### config.mk
export PLATFORM = sky130hd
export DESIGN_NAME = pipeline_ctrl_gen
export DESIGN_NICKNAME = d
export VERILOG_FILES = /design/src/rtl/pipeline_ctrl_gen.sv
export SDC_FILE = /design/constraint.sdc
export NUM_CORES = 1
export LEC_CHECK = 0
export BUFFER_PORTS_ARGS = -buffer_cell sky130_fd_sc_hd__buf_2
export CAP_MARGIN = 20
export CORE_MARGIN = 2
export CORE_UTILIZATION = 46
export DETAILED_ROUTE_END_ITERATION = 8
export PLACE_DENSITY = 0.85
export SYNTH_ARGS = -nofsm -noshare
export SYNTH_HDL_FRONTEND = slang
export SYNTH_SLANG_ARGS = --single-unit
### constraint.sdc
create_clock -name clk -period 3.05 [get_ports clk]
set_clock_uncertainty 0.2 [all_clocks]
set_input_delay 0.61 -clock clk [delete_from_list [all_inputs] [get_ports clk]]
set_output_delay 0.61 -clock clk [all_outputs]
set_load 0.02 [all_outputs]
### src/rtl/pipeline_ctrl_gen.sv
// Pipeline controller: prefix stall/bubble generation, exception/ertn flush,
// registered PC redirect under valid/ready, and a saturating stall-cycle counter.
module pipeline_ctrl_gen #(
  parameter int unsigned STAGES     = 6,
  parameter int unsigned ADDR_W     = 32,
  parameter int unsigned DATA_W     = 32,
  parameter int unsigned CSR_ADDR_W = 14,
  parameter logic [CSR_ADDR_W-1:0] CSR_ERA    = 14'h006,
  parameter logic [CSR_ADDR_W-1:0] CSR_EENTRY = 14'h00c,
  parameter int unsigned CNT_W      = 32
) (
  input  logic                  clk,
  input  logic                  rst_n,
  input  logic [STAGES-1:0]     stall_req,
  input  logic                  is_exception,
  input  logic                  is_ertn,
  input  logic [ADDR_W-1:0]     eentry_va,
  input  logic [ADDR_W-1:0]     era_pc,
  input  logic                  wb_csr_we,
  input  logic [CSR_ADDR_W-1:0] wb_csr_waddr,
  input  logic [DATA_W-1:0]     wb_csr_wdata,
  input  logic                  redirect_ready,
  output logic [STAGES-1:0]     pause,
  output logic [STAGES-1:0]     bubble,
  output logic [STAGES-1:0]     flush,
  output logic                  redirect_valid,
  output logic [ADDR_W-1:0]     redirect_pc,
  output logic                  redirect_ertn,
  output logic [CNT_W-1:0]      stall_cycles
);

  typedef enum logic {IDLE, REDIRECT} state_t;
  state_t state;

  logic [STAGES-1:0] pause_raw;
  logic [STAGES-1:0] bubble_raw;
  logic [ADDR_W-1:0] era_cur;
  logic [ADDR_W-1:0] eentry_cur;
  logic [ADDR_W-1:0] target;
  logic              event_in;

  // Suffix OR from the oldest stage downwards: a stall holds all younger stages.
  always_comb begin
    pause_raw             = '0;
    pause_raw[STAGES-1]   = stall_req[STAGES-1];
    for (int unsigned k = 0; k < STAGES - 1; k++) begin
      pause_raw[STAGES-2-k] = pause_raw[STAGES-1-k] | stall_req[STAGES-2-k];
    end
  end

  always_comb begin
    bubble_raw = '0;
    for (int unsigned i = 0; i < STAGES - 1; i++) begin
      bubble_raw[i+1] = pause_raw[i] & ~pause_raw[i+1];
    end
  end

  assign era_cur    = (wb_csr_we && wb_csr_waddr == CSR_ERA)    ? wb_csr_wdata[ADDR_W-1:0] : era_pc;
  assign eentry_cur = (wb_csr_we && wb_csr_waddr == CSR_EENTRY) ? wb_csr_wdata[ADDR_W-1:0] : eentry_va;
  assign target     = is_ertn ? era_cur : eentry_cur;
  assign event_in   = is_exception | is_ertn;

  always_comb begin
    pause  = '0;
    bubble = '0;
    flush  = '0;
    if (rst_n) begin
      if (state == REDIRECT || event_in) begin
        flush = '1;
      end else begin
        pause  = pause_raw;
        bubble = bubble_raw;
      end
    end
  end

  always_ff @(posedge clk or negedge rst_n) begin
    if (!rst_n) begin
      state          <= IDLE;
      redirect_valid <= 1'b0;
      redirect_pc    <= '0;
      redirect_ertn  <= 1'b0;
      stall_cycles   <= '0;
    end else begin
      case (state)
        IDLE: begin
          if (event_in) begin
            state          <= REDIRECT;
            redirect_valid <= 1'b1;
            redirect_pc    <= target;
            redirect_ertn  <= is_ertn;
          end else if (|pause_raw && stall_cycles != '1) begin
            stall_cycles <= stall_cycles + 1'b1;
          end
        end
        REDIRECT: begin
          if (redirect_ready) begin
            state          <= IDLE;
            redirect_valid <= 1'b0;
          end
        end
        default: state <= IDLE;
      endcase
    end
  end

endmodule

==> results of run 1 <==
cell families after synthesis:
kind of cell	Yosys count	synth area share (%)
AND/OR/NAND/NOR	166	20.7
flip-flops	67	41.4
adder cells (fa/ha/maj)	1	0.309
other	1	0.0926
XOR/XNOR	30	6.49
buffers and inverters	34	3.83
AO/OA/AOI/OAI	41	9.91
multiplexers	66	17.3
critical path, cell delays in order:
cell and delay (ns):
dlygate4sd3_1 0.56, buf_2 0.27, nand2_1 0.20, nor3b_1 0.20
buf_2 0.19
registers in the layout (all words and copies together) (netlist names):
register	flops
redirect_pc	32
stall_cycles	32
redirect_valid	1
state	1
redirect_ertn	1
worst max-delay path by stage:
stage	from	to	slack, ns
2_1_floorplan	wb_csr_waddr[0]	redirect_pc[10]	0.38
3_3_place_gp	is_exception	stall_cycles[21]	0.33
3_5_place_dp	wb_csr_waddr[0]	redirect_pc[13]	0.22
4_1_cts	rst_n	flush[1]	0.17
5_1_grt	rst_n	flush[1]	0.07
6_report	rst_n	bubble[5]	0.19
what timing repair did:
| item | 4_1_cts | 5_1_grt |
|---|---|---|
| setup endpoints to repair | 0 | 0 |
| buffers inserted | 0 | 0 |
| hold buffers | 1 | 0 |
| hold endpoints to repair | 6 | 0 |
cell type report:
class / instances / area, um2
inverters: 6 / 22.5
repair buffers: 220 / 1160
well taps: 108 / 135
diodes: 1 / 2.50
multi-input cells: 305 / 2240
clock buffers: 11 / 141
clock inverters: 5 / 52.6
fillers: 710 / 3210
flip-flops and latches: 67 / 1680
per-stage QoR:
stage          instances  instance area, um2  hold WS, ns
4_1_cts              722                5420        0.261
5_1_grt              723                5430        0.272
6_report             723                5430        0.275
3_5_place_dp         705                5220        0.284
2_1_floorplan        406                4050        0.114
3_3_place_gp         705                5220        0.279
report_power, final:
| part | switching [uW] | total, uW | internal, uW |
|---|---|---|---|
| Combinational | 413 | 724 | 312 |
| Sequential | 102 | 1120 | 1020 |
| Clock | 337 | 733 | 396 |
| Total | 852 | 2580 | 1730 |
layer usage:
metal,global-route usage (%),vias up
li1,-,1884
met1,31.3,1968
met2,40.8,205
met3,5.08,17
met4,8.01,0
met5,0,-
Yosys cell counts, types with 4 or more instances:
library cell  number
xor2_1            15
nand3_1           12
buf_2              4
nand4_1            9
buf_4              6
mux2i_1           33
mux2_2            33
and3_1             7
dfrtp_1           67
nor4b_1            4
a221o_1           32
xnor2_1           15
inv_1              6
clkbuf_1          15
nor2_1            13
nand2_1           77
nor4_1             9
and4_1             5
nor3_1            11
==> summary.txt, run 1 <==
Routing
  • WL met1: 4720 um
  • Post-route ant nets: 0
  • Avg WL per Cell: 16.3 um
  • Detailed Route Iter0 Violations: 222
  • DR vias: 4074
  • Top layer in use: met4
  • Met2 Wirelength: 6080 um
  • Residual DRC count: 0
  • WL final: 11800 um
  • Metal3 WL: 819 um
  • Vias/cell: 5.63
  • Pre-Repair DR Iteration Count: 5

STA
  • Final-report hold violation count: 0
  • Part of the cycle the worst path needs: 93.6%
  • Setup TNS: 0 ns
  • Relative slew slack: 58.6%
  • Minimum clock period: 2.86 ns
  • RSZ-0062 raised after global routing: no
  • Pins Over Slew Limit: 0
  • Final setup fails: 0
  • Setup WS post-layout: 0.195 ns
  • Pin slew with the least headroom to its limit: 0.619 ns
  • Maximum operating frequency: 350 MHz

Critical path
  • Arrival time worst endpoint: 2.05 ns
  • Worst Setup Start Kind: input port
  • Critical Path RT: 2.24 ns
  • Crit Reg-Reg Startpoint: state
  • Worst setup EP type: primary output
  • FF-to-FF End: stall_cycles[31]
  • Worst Reg-to-Reg Cells: 5
  • R2R Setup Slk: 0.55 ns
  • Worst-path maximum fanout: 12
  • CP Class: input port to primary output

Synthesis
  • Ys async rst share: 100%
  • Synth Register Bits: 67
  • Largest area contributor in the netlist: dfrtp_1
  • Synthesized Nets: 529
  • Mapped Avg Cell Area: 9.98 um2
  • Cells after synthesis: 406
  • Yosys warns: 0
  • Mapped Area: 0.00405 mm2
  • Post-synth EDFFs: 0
  • Post-synth top area share: 41.4%
  • Main synth FF type: dfrtp_1
  • Number of distinct library cells after synthesis: 43
  • Register area share after synthesis: 41.4%
  • Top cells by area, synth: dfrtp_1, mux2_2, mux2i_1

Placement
  • Routability congestion estimate: 0.936
  • DP HPWL: 8980 um
  • Dpl ws: 0.219 ns
  • Port Buffer Count: 204

Floorplan
  • Die width: 97.8 um
  • Die area: 0.00957 mm2
  • IO Pins: 206
  • FP Rows: 34
  • Chip height: 97.8 um
  • Core area: 0.00864 mm2
  • Initial core utilization: 46.9%

Clocking
  • Clock buffer depth: 2
  • TritonCTS clock tree: done
  • CTS root buf: clkbuf_8
  • # clock sinks: 67
  • CTS Buf Count: 9
  • Resized Gates After CTS: 0
  • Clk pin slew, worst setup/hold paths: 0.07 ns
  • Clk_lat worst skew: 0.34 ns
  • H-tree levels: 3

Finish
  • Commonest cells after routing, fill and taps aside: buf_2, nand2_1, dfrtp_1
  • Most common cell after layout, fill and taps aside: buf_2
  • NumNets Final: 732
  • Share of layout cells above drive strength 1: 45.0%
  • Area Growth Syn to Fin: 33.9%
  • Final Util: 62.8%

Global route
  • Initial antenna violation count: 1
  • Largest net degree at the start of global routing: 33
  • GRT overflow: 0
  • Vias in the first global route: 3907
  • First-pass GRT wire length: 19200 um
  • Total global-route track usage: 24.3%

Power
  • Total chip power: 2580 uW
  • Power Density: 476 mW/mm2
  • Peak VDD IR: 0.000313 V
  • Leakage power: 0.00287 uW

Worst hold path
  • Hold crit path type: input port to flop
  • Hold Path Sink: state
  • WHS Path Cells: 2
  • Hold Crit Start: redirect_ready

Flow run
  • Number of max-cap violations: 0

Outcome
  • Status: complete, no violations
No activity file was read; power rests on OpenSTA's default activity.
==> run 2: changes to the inputs <==
==> config.mk (replaced) <==
export PLATFORM = sky130hd
export DESIGN_NAME = pipeline_ctrl_gen
export DESIGN_NICKNAME = d
export VERILOG_FILES = /design/src/rtl/pipeline_ctrl_gen.sv
export SDC_FILE = /design/constraint.sdc
export NUM_CORES = 1
export LEC_CHECK = 0
export BUFFER_PORTS_ARGS = -buffer_cell sky130_fd_sc_hd__buf_4
export CAP_MARGIN = 20
export CORE_MARGIN = 2
export CORE_UTILIZATION = 47
export CTS_BUF_LIST = sky130_fd_sc_hd__clkbuf_4
export DETAILED_ROUTE_END_ITERATION = 8
export PLACE_DENSITY = 0.82
export SYNTH_ARGS = -nofsm -noshare
export SYNTH_HDL_FRONTEND = slang
export SYNTH_SLANG_ARGS = --single-unit
==> run 2 against run 1 <==
Compared with the run above:
- flip-flop and latch count did not move
- setup slack improved by 0.25 ns
- clock-buffer cell count fell by 2
- critical path type unchanged
- non-clock buffer count fell by 4
- sequential power barely moved
- cell count fell by 1.4%
- via count fell by 2.7%
- clock power fell by 39%
- power fell by 6.2%
- first-iteration DRC count fell by 26%
- sequential share of layout area fell by 2.0 points
- utilization rose by 7.1 points
==> summary.txt, run 2 (same netlist as run 1, synthesis figures left out) <==
STA
  • Maximum operating frequency: 384 MHz
  • RSZ-0062 raised after global routing: no
  • Part of the cycle the worst path needs: 85.4%
  • Setup TNS: 0 ns
  • Final-report hold violation count: 0
  • Setup WS post-layout: 0.447 ns
  • Pins Over Slew Limit: 0
  • Final setup fails: 0
  • Pin slew with the least headroom to its limit: 0.685 ns
  • Minimum clock period: 2.60 ns
  • Relative slew slack: 54.1%

Clocking
  • Clk_lat worst skew: 0.39 ns
  • Clock buffer depth: 2
  • # clock sinks: 67
  • CTS Buf Count: 9
  • CTS Hold Buffers Added: 0
  • TritonCTS clock tree: done
  • Resized Gates After CTS: 0
  • Clk pin slew, worst setup/hold paths: 0.11 ns
  • Setup repair bufs after CTS: 0
  • H-tree levels: 3
  • CTS root buf: clkbuf_4

Power
  • Pint: 1600 uW
  • Power Density: 417 mW/mm2
  • Leakage power: 0.00296 uW
  • Clock power share: 18.6%
  • Comb power frac: 34.8%
  • Psw: 825 uW
  • Sw Ratio: 34.1%
  • Reg power frac: 46.7%
  • Peak VDD IR: 0.000382 V
  • Total chip power: 2420 uW

Critical path
  • Most frequent CP cell: buf_4
  • Critical Path RT: 2.24 ns
  • Worst-path maximum fanout: 5
  • Worst-path cell chain: buf_4 > or4_1 > nor2_1 > and3_1 > buf_4
  • CP peak stage delay: 0.60 ns
  • Crit Reg-Reg Startpoint: stall_cycles[7]
  • Arrival time worst endpoint: 1.79 ns
  • CP max-delay cell: or4_1
  • Worst setup EP type: primary output
  • Worst Setup Start Kind: input port
  • Worst Setup SP: stall_req[4]
  • CP Class: input port to primary output

Floorplan
  • FP Rows: 33
  • IO Pins: 206
  • Core area: 0.00830 mm2
  • Die area: 0.00938 mm2
  • Die width: 96.8 um
  • Initial core utilization: 48.8%
  • Chip height: 96.8 um

Global route
  • GRT overflow: 0
  • First-pass GRT wire length: 20000 um
  • Largest net degree at the start of global routing: 66
  • Initial antenna violation count: 0
  • Vias in the first global route: 3906
  • Total global-route track usage: 26.1%

Placement
  • DP HPWL: 9230 um
  • Dpl ws: 0.128 ns
  • Routability congestion estimate: 0.871
  • Port Buffer Count: 204

Routing
  • Residual DRC count: 0
  • Vias/cell: 5.56
  • Avg WL per Cell: 17.3 um
  • DR vias: 3962
  • WL final: 12400 um
  • Pre-Repair DR Iteration Count: 5
  • Post-route ant nets: 0
  • Detailed Route Iter0 Violations: 165

Flow run
  • Number of max-cap violations: 0

Finish
  • Final Util: 70.0%
  • Commonest cells after routing, fill and taps aside: buf_4, nand2_1, dfrtp_1
  • NumNets Final: 728
  • Share of layout cells above drive strength 1: 44.4%
  • Most common cell after layout, fill and taps aside: buf_4
  • Largest regs: redirect_pc (32), stall_cycles (32)
  • Antenna diodes: 0
  • Area Growth Syn to Fin: 43.3%

Worst hold path
  • Hold crit path type: input port to asynchronous set/reset pin

Outcome
  • Status: complete, no violations
## run 2: cell count changes in the layout (fill, tap and decap cells not counted), moves of 2 or more
cell      before  now
clkbuf_4       0    9
buf_2        204    0
clkinv_1       0    2
buf_4         14  214
clkbuf_8      10    0
## run 2: final cells by class
| cell class | count | area (um2) |
|---|---|---|
| Inverter | 6 | 22.5 |
| Clock inverter | 5 | 22.5 |
| Timing Repair Buffer | 216 | 1650 |
| Clock buffer | 9 | 67.6 |
| Tap cell | 105 | 131 |
| Fill cell | 618 | 2490 |
| Sequential cell | 67 | 1680 |
| Multi-Input combinational cell | 305 | 2240 |
## run 2: final timing paths
| kind | end | slack (ns) | depth (start not counted) |
|---|---|---|---|
| max | bubble[1] | 0.45 | 5 |
| min in group clk | state | 0.18 | 2 |
| max reg2reg | stall_cycles[21] | 0.53 | 5 |
| min | stall_cycles[21] | 0.06 | 2 |
| max in group asynchronous | redirect_pc[2] | 2.23 | 2 |
| min reg2reg | redirect_ertn | 0.29 | 1 |
## run 2: power groups by stage
stage               clock network, uW  registers [uW]  logic, uW
finish                            450            1130        842
detailed placement                  0            1150        847
global placement                    0            1140        826
CTS                               470            1130        847
floorplan                           0            1290        250
global route                      512            1150        893
## run 2: critical path: cells and delay by family
family / cells / cell delay [ns]
and+or+nand+nor: 3 / 0.93
buffers and inverters: 2 / 0.25
## run 2: metrics by stage
stage                     hold WS (ns)  std cells  instance area [um2]
after detailed placement         0.267        699                 5720
after global routing            0.0520        713                 5810
after floorplan                  0.114        406                 4050
final                           0.0635        713                 5810
after CTS                       0.0426        713                 5810
after global placement           0.265        699                 5720
## run 2: routing by layer
layer | GRT usage [%] | share of wire [%] | vias to the layer above
li1 | - | - | 1878
met1 | 33.1 | 40 | 1890
met2 | 45.1 | 52 | 179
met3 | 5.35 | 6.6 | 15
met4 | 7.48 | 1.8 | 0
met5 | 0 | 0 | -
